--- config.mk ---
export PLATFORM = sky130hd
export DESIGN_NAME = start_stop_ctrl_flat
export DESIGN_NICKNAME = d
export VERILOG_FILES = /design/src/rtl/start_stop_ctrl_pkg.sv /design/src/rtl/start_stop_ctrl_if.sv /design/src/rtl/start_stop_ctrl_key_debounce.sv /design/src/rtl/start_stop_ctrl.sv /design/src/flat_wrapper.sv
export SDC_FILE = /design/constraint.sdc
export NUM_CORES = 1
export LEC_CHECK = 0
export CORE_ASPECT_RATIO = 0.9
export CORE_MARGIN = 2
export CORE_UTILIZATION = 60
export DETAILED_ROUTE_END_ITERATION = 10
export PLACE_DENSITY_LB_ADDON = 0.2
export SETUP_SLACK_MARGIN = 0.3
export SYNTH_ARGS = -nofsm -noshare
export SYNTH_HDL_FRONTEND = slang
export SYNTH_SLANG_ARGS = --single-unit
--- constraint.sdc ---
create_clock -name clk -period 4.9 [get_ports clk]
set_input_delay 0.98 -clock clk [delete_from_list [all_inputs] [get_ports clk]]
set_output_delay 0.98 -clock clk [all_outputs]
set_load 0.03 [all_outputs]
--- src/rtl/start_stop_ctrl_pkg.sv ---
// Shared state encoding and default timing constants for the start/stop control path.
package start_stop_ctrl_pkg;

  typedef enum logic [1:0] {
    ST_IDLE = 2'b00,
    ST_RUN  = 2'b01,
    ST_STOP = 2'b10
  } state_t;

  localparam int unsigned DEFAULT_DEBOUNCE_CYCLES = 500000;
  localparam int unsigned DEFAULT_CNT_W           = 19;
  localparam int unsigned DEFAULT_HOLD_CYCLES     = 100000000;

  // Width of a counter that must reach n-1.
  function automatic int unsigned cnt_width(input int unsigned n);
    return (n < 2) ? 1 : $clog2(n);
  endfunction

endpackage

--- src/rtl/start_stop_ctrl_if.sv ---
// Pushbutton input and run/stop enables exchanged between the control stage and its neighbours.
interface start_stop_ctrl_if;
  logic key_n;
  logic run;
  logic stop;
  logic press_pulse;
  logic key_db;
  logic clr_pulse;

  modport master (
    output key_n,
    input  run,
    input  stop,
    input  press_pulse,
    input  key_db,
    input  clr_pulse
  );

  modport slave (
    input  key_n,
    output run,
    output stop,
    output press_pulse,
    output key_db,
    output clr_pulse
  );
endinterface

--- src/rtl/start_stop_ctrl_key_debounce.sv ---
// Two-flop synchroniser plus stable-level debounce of an active-low pushbutton.
module key_debounce
  import start_stop_ctrl_pkg::*;
#(
  parameter int unsigned DEBOUNCE_CYCLES = DEFAULT_DEBOUNCE_CYCLES,
  parameter int unsigned CNT_W           = DEFAULT_CNT_W
) (
  input  logic clk,
  input  logic rst,
  input  logic key_n,
  output logic key_db
);

  logic [1:0]       sync;
  logic             s_key;
  logic [CNT_W-1:0] cnt;

  // Synchroniser resets to the released level so a reset never looks like a press.
  always_ff @(posedge clk or posedge rst) begin
    if (rst) begin
      sync <= '1;
    end else begin
      sync <= {sync[0], key_n};
    end
  end

  assign s_key = ~sync[1];

  always_ff @(posedge clk or posedge rst) begin
    if (rst) begin
      cnt    <= '0;
      key_db <= 1'b0;
    end else if (s_key == key_db) begin
      cnt <= '0;
    end else if (cnt == CNT_W'(DEBOUNCE_CYCLES - 1)) begin
      key_db <= s_key;
      cnt    <= '0;
    end else begin
      cnt <= cnt + CNT_W'(1);
    end
  end

endmodule

--- src/rtl/start_stop_ctrl.sv ---
// Debounced pushbutton -> single press strobe -> IDLE/RUN/STOPPED enables.
// Optional hold-to-clear behaviour is built when HOLD_CLEAR_EN is defined.
module start_stop_ctrl
  import start_stop_ctrl_pkg::*;
#(
  parameter int unsigned DEBOUNCE_CYCLES = DEFAULT_DEBOUNCE_CYCLES,
  parameter int unsigned CNT_W           = DEFAULT_CNT_W,
  parameter int unsigned HOLD_CYCLES     = DEFAULT_HOLD_CYCLES
) (
  input  logic clk,
  input  logic rst,
  start_stop_ctrl_if.slave bus
);

  logic   key_db;
  logic   key_db_q;
  logic   press_pulse;
  logic   clr_pulse;
  state_t state;
  state_t state_nxt;

  if (HOLD_CYCLES < 2) begin : g_bad_hold
    $error("HOLD_CYCLES must be at least 2");
  end

  key_debounce #(
    .DEBOUNCE_CYCLES (DEBOUNCE_CYCLES),
    .CNT_W           (CNT_W)
  ) u_key_debounce (
    .clk    (clk),
    .rst    (rst),
    .key_n  (bus.key_n),
    .key_db (key_db)
  );

  always_ff @(posedge clk or posedge rst) begin
    if (rst) begin
      key_db_q    <= 1'b0;
      press_pulse <= 1'b0;
    end else begin
      key_db_q    <= key_db;
      press_pulse <= key_db & ~key_db_q;
    end
  end

`ifdef HOLD_CLEAR_EN
  localparam int unsigned HOLD_W = cnt_width(HOLD_CYCLES);

  logic [HOLD_W-1:0] hold_cnt;

  // Counter saturates at its terminal value, so only one strobe per hold.
  always_ff @(posedge clk or posedge rst) begin
    if (rst) begin
      hold_cnt  <= '0;
      clr_pulse <= 1'b0;
    end else if (!key_db) begin
      hold_cnt  <= '0;
      clr_pulse <= 1'b0;
    end else begin
      clr_pulse <= (hold_cnt == HOLD_W'(HOLD_CYCLES - 2));
      if (hold_cnt != HOLD_W'(HOLD_CYCLES - 1)) begin
        hold_cnt <= hold_cnt + HOLD_W'(1);
      end
    end
  end
`else
  assign clr_pulse = 1'b0;
`endif

  always_ff @(posedge clk or posedge rst) begin
    if (rst) begin
      state <= ST_IDLE;
    end else begin
      state <= state_nxt;
    end
  end

  always_comb begin
    state_nxt = state;
    if (clr_pulse) begin
      state_nxt = ST_IDLE;
    end else if (press_pulse) begin
      unique case (state)
        ST_IDLE: state_nxt = ST_RUN;
        ST_RUN:  state_nxt = ST_STOP;
        ST_STOP: state_nxt = ST_RUN;
        default: state_nxt = ST_IDLE;
      endcase
    end
  end

  // Encoding gives run and stop their own state bit, so both come straight off flops.
  assign bus.run         = state[0];
  assign bus.stop        = state[1];
  assign bus.press_pulse = press_pulse;
  assign bus.key_db      = key_db;
  assign bus.clr_pulse   = clr_pulse;

endmodule

--- src/flat_wrapper.sv ---
// flat-port wrapper written by rule: the top's interface ports become plain ports
module start_stop_ctrl_flat import start_stop_ctrl_pkg::*;
#(
  parameter int unsigned DEBOUNCE_CYCLES = DEFAULT_DEBOUNCE_CYCLES,
  parameter int unsigned CNT_W           = DEFAULT_CNT_W,
  parameter int unsigned HOLD_CYCLES     = DEFAULT_HOLD_CYCLES
)
  (clk, rst, bus_key_n, bus_run, bus_stop, bus_press_pulse, bus_key_db, bus_clr_pulse);
  start_stop_ctrl_if bus_i ();
  input  logic clk;
  input  logic rst;
  input wire logic [$bits(bus_i.key_n)-1:0] bus_key_n;
  output wire logic [$bits(bus_i.run)-1:0] bus_run;
  output wire logic [$bits(bus_i.stop)-1:0] bus_stop;
  output wire logic [$bits(bus_i.press_pulse)-1:0] bus_press_pulse;
  output wire logic [$bits(bus_i.key_db)-1:0] bus_key_db;
  output wire logic [$bits(bus_i.clr_pulse)-1:0] bus_clr_pulse;
  assign bus_i.key_n = bus_key_n;
  assign bus_run = bus_i.run;
  assign bus_stop = bus_i.stop;
  assign bus_press_pulse = bus_i.press_pulse;
  assign bus_key_db = bus_i.key_db;
  assign bus_clr_pulse = bus_i.clr_pulse;
  start_stop_ctrl #(.DEBOUNCE_CYCLES(DEBOUNCE_CYCLES), .CNT_W(CNT_W), .HOLD_CYCLES(HOLD_CYCLES)) u_core (.clk(clk), .rst(rst), .bus(bus_i));
endmodule
==> run metrics <==
Post-synth top flop=dfrtp_1; slowest CP cell=clkdlybuf4s50_1; Rows=15; area of the mapped netlist=1230 sq um; Max Slew Vio Count=0; multi-input logic area=538 sq um; first-pass GRT wire length=3570 microns; placed cell count=141; CTS tree=yes; vias in the first global route=790; Initial Util=0.638; relative slew slack=0.358; Die Ht=47.0 microns; CP peak stage delay=0.70 ns; area share of the largest cell type after synthesis=0.487; share of layout cells above drive strength 1=0.0917; post_cts resized=0; crit share post-route=0.497; crit path cell chain=clkdlybuf4s50_1; Fin Setup TNS=0 ns; Total GRT Usage=0.209; pre-CTS setup slack=2.72 ns; Int Pwr=0.268 mW; most frequent cell after synthesis=dfrtp_1; routed vias/inst=6.03; Final ANT Viol Nets=0; CTS sink cnt=26; crit-path leading delay family=buffers and inverters; Final Skew=0.00617 ns; final hold vios=0; Psw=0.0755 mW; Tmin final=2.44 ns; Clock Latency Late Sink=0.33 ns; Tot Pwr=0.343 mW; width of the die=51.8 microns; die area=2430 sq um; TritonCTS buffer count=3; FFs w/ async S/R, synth=1.00; synth unique cells=31; pin count of the biggest net entering global routing=27; Buf/Inv on CP=1; n_diodes=0; Syn-to-layout area delta=8.22%; largest cells by area after synthesis=dfrtp_1, xor2_1, nor2_1; biggest area consumer among synthesized cells=dfrtp_1; Seq. cell area=653 sq um; status=finished, final reports clean; sequential share of power=0.642; Crit Path Max Fanout=4; top cells by instance count after synthesis=dfrtp_1, nor2_1, xor2_1; non-filler cells, final=145; CTS H-tree lvls=1; Synth Register Bits=26; final wirelength=2140 microns; Pwr per Cell Area=258 nW/um^2; nets@finish=125; slew at the pin closest to its max-slew limit=0.959 ns; clk buf depth=2; post-DR wirelength/cell=14.7 microns; total number of vias=874; Avg Synthesized Cell Area=10.9 sq um; DRC errors left=0; HPWL after detailed placement=1480 microns; WP data required=3.92 ns; # hold bufs at CTS=0; IO Port Bufs=6; kind of critical path=flip-flop to output port; Setup-failing EPs final=0; RSZ-0062 raised after global routing=no; worst setup margin=2.46 ns; global route overflow=0; leak pwr=0.571 nW; Final Wtd Congestion=0.851; Fillers=154; Max Cap Viol=0; Post-CTS Setup Bufs=0; Comb power frac=0.040; Sw Ratio=0.220; VDD IR max=0.225 mV; router iterations before antenna repair=4; core area=1930 sq um; HP Class=flip-flop to flip-flop; Starting DRT DRC Count=20; clk slew on worst S/H paths=0.14 ns; syn_nets=117; Post-synth EDFFs=0; Ys Warns=0; Boundary Pins=8; Root Driver=clkbuf_4; sequential share of the synthesized area=0.530; clock power share=0.318; Achievable Freq=410 MHz; CP endpoint kind=output port; initial antenna violation count=0; Post-Synthesis Cells=113; Worst EP arrival=1.46 ns; nature of the critical path startpoint=flip-flop
[power by group through the flow]
stage / Clock (mW) / Sequential [mW] / Combinational (mW)
finish: 0.109 / 0.221 / 0.0139
floorplan: 0 / 0.224 / 0.0118
detailed placement: 0 / 0.225 / 0.0142
global route: 0.118 / 0.221 / 0.0159
CTS: 0.112 / 0.221 / 0.0143
global placement: 0 / 0.224 / 0.0139
[metal layers]
| layer | GRT usage | vias to the layer above | part of all wire |
|---|---|---|---|
| met5 | 0 | - | 0 |
| met1 | 0.287 | 430 | 0.46 |
| met4 | 0.137 | 0 | 0.036 |
| li1 | - | 412 | - |
| met2 | 0.318 | 23 | 0.47 |
| met3 | 0.0287 | 9 | 0.031 |
[metrics by stage]
stage | utilization | hold slack [ns] | cell area [sq um]
4_1_cts | 0.690 | 0.376 | 1330
5_1_grt | 0.690 | 0.379 | 1330
3_3_place_gp | 0.671 | 0.349 | 1300
2_1_floorplan | - | 0.345 | 1230
3_5_place_dp | 0.671 | 0.356 | 1300
6_report | 0.690 | 0.373 | 1330
[cells in the final DEF, fill, tap and decap left out, types with 3 or more instances in the layout]
cell type,count
nor4_1,3
dfrtp_1,24
xnor2_1,5
nor2_1,15
nand2_1,6
clkdlybuf4s50_1,6
clkbuf_4,3
inv_1,4
xor2_1,9
nand4_1,5
nand3_1,8
a21oi_1,5
[state kept, by name, summed over array words and instances, names as in the netlist]
register                      flops
u_core.state                      2
u_core.key_db_q                   1
u_core.u_key_debounce.sync        2
u_core.u_key_debounce.key_db      1
u_core.bus.press_pulse            1
u_core.u_key_debounce.cnt        19
[final cells by class]
cell class | count | share of cell area
flip-flops and latches | 26 | 0.490
multi-input cells | 80 | 0.403
repair buffers | 6 | 0.0450
clock buffers | 4 | 0.0272
well taps | 25 | 0.0235
inverters | 4 | 0.0113
[logic make-up (layout without fill, tap and decap cells)]
kind of cell	count (synthesis)	after routing	share of synthesized area
and+or+nand+nor	51	51	0.237
adders and majority gates	1	1	0.0102
other	1	1	0.00304
AOI/OAI and AO/OA	11	11	0.0711
DFF	26	26	0.530
xor gates and xnor gates	14	14	0.0995
buffers and inverters	7	14	0.0335
muxes	2	2	0.0162
[worst paths after layout]
kind	startpoint	endpoint	slack, ns	cells after the start
max	u_core.bus.press_pulse$_DFF_PP0_	bus_press_pulse	2.46	1
min	u_core.u_key_debounce.sync[0]$_DFF_PP1_	u_core.u_key_debounce.sync[1]$_DFF_PP1_	0.37	0
max reg2reg	u_core.u_key_debounce.cnt[0]$_DFF_PP0_	u_core.u_key_debounce.cnt[14]$_DFF_PP0_	2.81	4
min reg2reg	u_core.u_key_debounce.sync[0]$_DFF_PP1_	u_core.u_key_debounce.sync[1]$_DFF_PP1_	0.37	0
max in group asynchronous	rst	u_core.u_key_debounce.cnt[10]$_DFF_PP0_	3.16	2
min in group asynchronous	rst	u_core.key_db_q$_DFF_PP0_	1.16	2
(Power assumes the default switching activity.)
